$ cat src/rtl/memory_stream_reader.sv
// memory_stream_reader: issues back-to-back 64-bit reads to the packet memory
// controller and streams the returned words out as valid/ready with a last
// marker. A 2-entry FIFO plus a one-deep in-flight slot bounds the buffering,
// so full throughput is kept under continuous ready and nothing is lost under
// backpressure.
module memory_stream_reader #(
    parameter int ADDR_WIDTH = 8,
    parameter int LEN_WIDTH  = 8
) (
    input  logic                  i_clk,
    input  logic                  i_areset,
    input  logic                  i_start,
    input  logic [ADDR_WIDTH+2:0] i_start_addr,
    input  logic [LEN_WIDTH-1:0]  i_words,
    output logic                  o_busy,
    output logic                  o_done,
    output logic                  o_mem_read_64,
    output logic [ADDR_WIDTH-1:0] o_mem_addr_hi,
    output logic [2:0]            o_mem_addr_lo,
    input  logic                  i_mem_busy,
    input  logic [63:0]           i_mem_data,
    output logic [63:0]           o_tdata,
    output logic                  o_tvalid,
    output logic                  o_tlast,
    input  logic                  i_tready
);

    typedef enum logic [1:0] {S_IDLE, S_READ, S_DRAIN} state_t;

    state_t                r_state, w_state_nxt;
    logic [ADDR_WIDTH-1:0] r_addr_hi;
    logic [2:0]            r_addr_lo;
    logic [LEN_WIDTH-1:0]  r_remaining;
    logic                  r_inflight, r_inflight_last;
    logic [63:0]           r_head_data, r_tail_data;
    logic                  r_head_last, r_tail_last;
    logic [1:0]            r_count;
    logic                  r_done_req, r_done_empty;

    logic                  w_pop, w_push, w_issue, w_accept, w_accept_empty, w_finish;
    logic                  w_last_issue;
    logic [1:0]            w_occ;

    assign o_tvalid     = (r_count != 2'd0);
    assign w_pop        = o_tvalid && i_tready;
    assign w_push       = r_inflight;
    // Words already buffered plus the one that lands next cycle.
    assign w_occ        = r_count + {1'b0, r_inflight};
    assign w_last_issue = (r_remaining == LEN_WIDTH'(1));

    // State register.
    always_ff @(posedge i_clk or posedge i_areset) begin
        if (i_areset) r_state <= S_IDLE;
        else          r_state <= w_state_nxt;
    end

    // Next-state and issue decision. A slot freed by this cycle's pop may be
    // reused immediately, so issue resumes the same cycle the stream moves.
    always_comb begin
        w_state_nxt    = r_state;
        w_issue        = 1'b0;
        w_accept       = 1'b0;
        w_accept_empty = 1'b0;
        w_finish       = 1'b0;
        case (r_state)
            S_IDLE: begin
                // Ignore a start during the completion pulse of the previous request.
                if (i_start && !r_done_req) begin
                    if (i_words != '0) begin
                        w_accept    = 1'b1;
                        w_state_nxt = S_READ;
                    end else begin
                        w_accept_empty = 1'b1;
                    end
                end
            end
            S_READ: begin
                if (!i_mem_busy && (r_remaining != '0) && ((w_occ < 2'd2) || w_pop)) begin
                    w_issue = 1'b1;
                    if (w_last_issue) w_state_nxt = S_DRAIN;
                end
            end
            S_DRAIN: begin
                if (w_pop && r_head_last) begin
                    w_finish    = 1'b1;
                    w_state_nxt = S_IDLE;
                end
            end
            default: w_state_nxt = S_IDLE;
        endcase
    end

    // Read pointer and remaining count; the word address wraps silently.
    always_ff @(posedge i_clk or posedge i_areset) begin
        if (i_areset) begin
            r_addr_hi   <= '0;
            r_addr_lo   <= '0;
            r_remaining <= '0;
        end else if (w_accept) begin
            r_addr_hi   <= i_start_addr[ADDR_WIDTH+2:3];
            r_addr_lo   <= i_start_addr[2:0];
            r_remaining <= i_words;
        end else if (w_issue) begin
            r_addr_hi   <= r_addr_hi + 1'b1;
            r_remaining <= r_remaining - 1'b1;
        end
    end

    // In-flight slot: data returns the cycle after the strobe, carrying its last tag.
    always_ff @(posedge i_clk or posedge i_areset) begin
        if (i_areset) begin
            r_inflight      <= 1'b0;
            r_inflight_last <= 1'b0;
        end else begin
            r_inflight      <= w_issue;
            r_inflight_last <= w_issue && w_last_issue;
        end
    end

    // Two-entry FIFO built from a head register (drives the stream) and a tail register.
    always_ff @(posedge i_clk or posedge i_areset) begin
        if (i_areset) begin
            r_head_data <= '0;
            r_head_last <= 1'b0;
            r_tail_data <= '0;
            r_tail_last <= 1'b0;
            r_count     <= 2'd0;
        end else begin
            case ({w_push, w_pop})
                2'b10: begin
                    if (r_count == 2'd0) begin
                        r_head_data <= i_mem_data;
                        r_head_last <= r_inflight_last;
                    end else begin
                        r_tail_data <= i_mem_data;
                        r_tail_last <= r_inflight_last;
                    end
                    r_count <= r_count + 2'd1;
                end
                2'b01: begin
                    if (r_count == 2'd2) begin
                        r_head_data <= r_tail_data;
                        r_head_last <= r_tail_last;
                    end
                    r_count <= r_count - 2'd1;
                end
                2'b11: begin
                    if (r_count == 2'd1) begin
                        r_head_data <= i_mem_data;
                        r_head_last <= r_inflight_last;
                    end else begin
                        r_head_data <= r_tail_data;
                        r_head_last <= r_tail_last;
                        r_tail_data <= i_mem_data;
                        r_tail_last <= r_inflight_last;
                    end
                end
                default: ;
            endcase
        end
    end

    // Completion pulses: one for a real request, one for an empty request.
    always_ff @(posedge i_clk or posedge i_areset) begin
        if (i_areset) begin
            r_done_req   <= 1'b0;
            r_done_empty <= 1'b0;
        end else begin
            r_done_req   <= w_finish;
            r_done_empty <= w_accept_empty;
        end
    end

    // Busy covers the completion cycle of a real request but not an empty one.
    assign o_busy        = (r_state != S_IDLE) || r_done_req;
    assign o_done        = r_done_req || r_done_empty;
    assign o_mem_read_64 = w_issue;
    assign o_mem_addr_hi = r_addr_hi;
    assign o_mem_addr_lo = r_addr_lo;
    assign o_tdata       = r_head_data;
    assign o_tlast       = r_head_last && o_tvalid;

endmodule
$ cat config.mk
export PLATFORM = sky130hd
export DESIGN_NAME = memory_stream_reader
export DESIGN_NICKNAME = d
export VERILOG_FILES = /design/src/rtl/memory_stream_reader.sv
export SDC_FILE = /design/constraint.sdc
export NUM_CORES = 1
export LEC_CHECK = 0
export CORE_MARGIN = 3
export CORE_UTILIZATION = 54
export DETAILED_ROUTE_END_ITERATION = 10
export GPL_TIMING_DRIVEN = 0
export PLACE_DENSITY_LB_ADDON = 0.12
export SYNTH_ARGS = -nofsm -noshare
export SYNTH_HDL_FRONTEND = slang
export SYNTH_SLANG_ARGS = --single-unit
export TNS_END_PERCENT = 20
$ cat constraint.sdc
create_clock -name i_clk -period 14.99 [get_ports i_clk]
set_input_delay 2.998 -clock i_clk [delete_from_list [all_inputs] [get_ports i_clk]]
set_output_delay 2.998 -clock i_clk [all_outputs]
set_load 0.03 [all_outputs]
==> metrics.cfg <==
[floorplanning]
die_area_sq_um=14200
start_util=0.565
die_h_um=119
core-area_sq_um=12300
die_w_um=119
row_count=40
io_pins=168

[layout]
nets=902
n_antenna_cell=0
layout-drive-gt1-share=0.151
fin_util=0.770
stdcell_area_sq_um=9440
areaGrowthSynthToFinish_pct=36.2

[logic_synthesis]
synth_cells=616
synth_top_cell_area_share=0.567
async_reset_ff_frac=1.00
synth_ff_type=dfrtp_1
yosysSeqAreaShare=0.567
syn_nets=715
synth_edf_count=0
yosys.cell_count.top_type=dfrtp_1
ys_warn_count=0
syn-cell-area_sq_um=6930
ys_ff_latch=157
synth_common_cells=157 x dfrtp_1, 75 x nor2_1, 65 x a21oi_1, 65 x a22oi_1, 65 x mux2_2
yosys.area.top_type=dfrtp_1
yosys.cell_types.count=49
ys_top_cells_by_area=dfrtp_1 57%, mux2_2 11%, a22oi_1 7.0%
syn_area_per_cell_sq_um=11.3

[grt]
grt_antenna_before_repair=0
grt_pass1_vias=5964
grt_max_degree=87
grt_pass1_wl_um=30200
overflow=0
grt_usage=0.265

[sta]
clock_skew_ns=0.00961
finalCritPeriodShare=0.540
period_needed_ns=8.10
timing.hold.ws_ns=0.493
max_freq_mhz=123
rsz0062_at_grt=no
drv_slew=0
tns_ns=0
finalHoldViolCount=0
fin_ws_ns=6.89
maxSlewHeadroom=0.481
tightest_slew_ns=0.772
setup_violations=0

[clock_tree]
clock-sinks=157
cts_max_level=4
cts_hold_buf=0
cts.clk_slew.worst_paths_ns=0.06
cts_tree=built
clock_path_buffers=2
cts_setup_buffers=0
clk_latency_ns=0.42
cts_buffers=17
cts_resized=0
clock-root-buffer=clkbuf_16

[worst_setup_path]
worst_path_max_delay_cell=clkdlybuf4s50_1
r2r_setup_slack_ns=11.77
reg2reg_depth=9
cp_data_arrival_time_ns=5.10
max_stage_delay_ns=0.75
r2r-end=o_tdata[54]
crit_chain=clkdlybuf4s50_1 -> nor3b_1 -> o31ai_1 -> nor2_2 -> clkdlybuf4s50_1
worst_setup_path_end_kind=output port
critPathCapture=o_mem_read_64
path_max_fanout=7
required_ns=11.99
cp-startpoint=i_tready
crit_path_frequent_cell=clkdlybuf4s50_1
critPathLaunchType=input pin
critPathKind=input pin to output port
r2r-start=r_count[0]

[power]
p_clk_frac=0.172
leakage_nw=3.92
p_seq_frac=0.316
power_switching_share=0.419
switchingPower_mw=1.03
combPwrFrac=0.513
power_density_nw_per_um2=261
p_int_mw=1.43
peakVddDrop_mv=0.147

[placed_design]
dpl_worst_slack_ns=6.92
dpl_cell_area_sq_um=8850
gp_congestion=0.832
dp_hpwl_um=12600
io_buffers=167

[detailed_routing]
wirelength_um=18300
antenna_left=0
viasPerCell=5.82
drt_iter0_drc=560
dr.pass1.iters=5
num_vias=5730
drcViolationCount=0
wl_per_cell_um=18.6

[hold_path]
hold_start=o_mem_addr_lo[0]
hp-class=register to register

[flow_run]
cap_violations=0

[status]
status=finished, final reports clean

[cell usage in the layout, fill, tap and decap left out, types with 13 or more instances in the layout]
master             n
mux2_2            65
buf_2             13
dfrtp_1          157
a21oi_1           65
nand2_1           23
inv_1             15
clkdlybuf4s50_1  167
a22oi_1           65
clkbuf_16         17
nor2_1            75
clkbuf_1          28
[registers in the layout, indices dropped and copies added, names as in the netlist]
register	count
r_tail_last	1
o_mem_addr_lo	3
r_inflight_last	1
r_tail_data	64
o_mem_addr_hi	8
r_remaining	8
r_done_empty	1
r_state	2
r_inflight	1
o_tdata	64
r_head_last	1
r_done_req	1
r_count	2
[worst min-delay path by stage]
| stage | to | slack (ns) | depth (start not counted) |
|---|---|---|---|
| 2_1_floorplan | r_done_req | 0.48 | 1 |
| 3_3_place_gp | o_mem_addr_lo[1] | 0.46 | 2 |
| 3_5_place_dp | o_mem_addr_lo[0] | 0.47 | 2 |
| 4_1_cts | o_mem_addr_lo[0] | 0.50 | 2 |
| 5_1_grt | r_tail_data[55] | 0.52 | 1 |
| 6_report | o_mem_addr_lo[0] | 0.49 | 2 |
[routing by layer]
| metal | track usage | routed length (um) |
|---|---|---|
| met1 | 0.344 | 7480 |
| met2 | 0.432 | 9120 |
| met3 | 0.0684 | 1280 |
| met4 | 0.0959 | 375 |
| met5 | 0 | 0 |
[cell type report]
cell class	instances	area [sq um]
Sequential cell	157	3930
Fill cell	813	2820
Multi-Input combinational cell	400	2750
Timing Repair Buffer	168	1700
Clock buffer	24	512
Tap cell	168	210
Buffer	43	193
Clock inverter	8	81.3
Inverter	16	65.1
[stage by stage]
stage | cells | total power, mW
detailed placement | 952 | 2.03
floorplan | 616 | 1.58
global route | 984 | 2.62
CTS | 984 | 2.47
global placement | 951 | 1.98
finish | 984 | 2.46
[power groups by stage]
| stage | combinational, mW | clock, mW | sequential [mW] |
|---|---|---|---|
| 2_1_floorplan | 0.630 | 0 | 0.954 |
| 3_3_place_gp | 1.22 | 0 | 0.762 |
| 3_5_place_dp | 1.25 | 0 | 0.777 |
| 4_1_cts | 1.27 | 0.428 | 0.775 |
| 5_1_grt | 1.37 | 0.448 | 0.802 |
| 6_report | 1.26 | 0.423 | 0.778 |
[worst max-delay path, delay by kind of cell]
kind / cells / cell delay, ns
buffers and inverters: 2 / 1.25
AO/OA/AOI/OAI: 1 / 0.18
AND/OR/NAND/NOR: 2 / 0.67
[kinds of logic (layout without fill, tap and decap cells)]
kind of cell / Yosys count / after routing / synth area share
fa+ha+maj: 11 / 11 / 0.0199
flops: 157 / 157 / 0.567
compound gates: 178 / 178 / 0.169
buf+inv: 59 / 259 / 0.0365
xor+xnor: 2 / 2 / 0.00253
simple gates: 144 / 144 / 0.0994
mux: 65 / 65 / 0.106
Power figures use the tool's default switching activity.
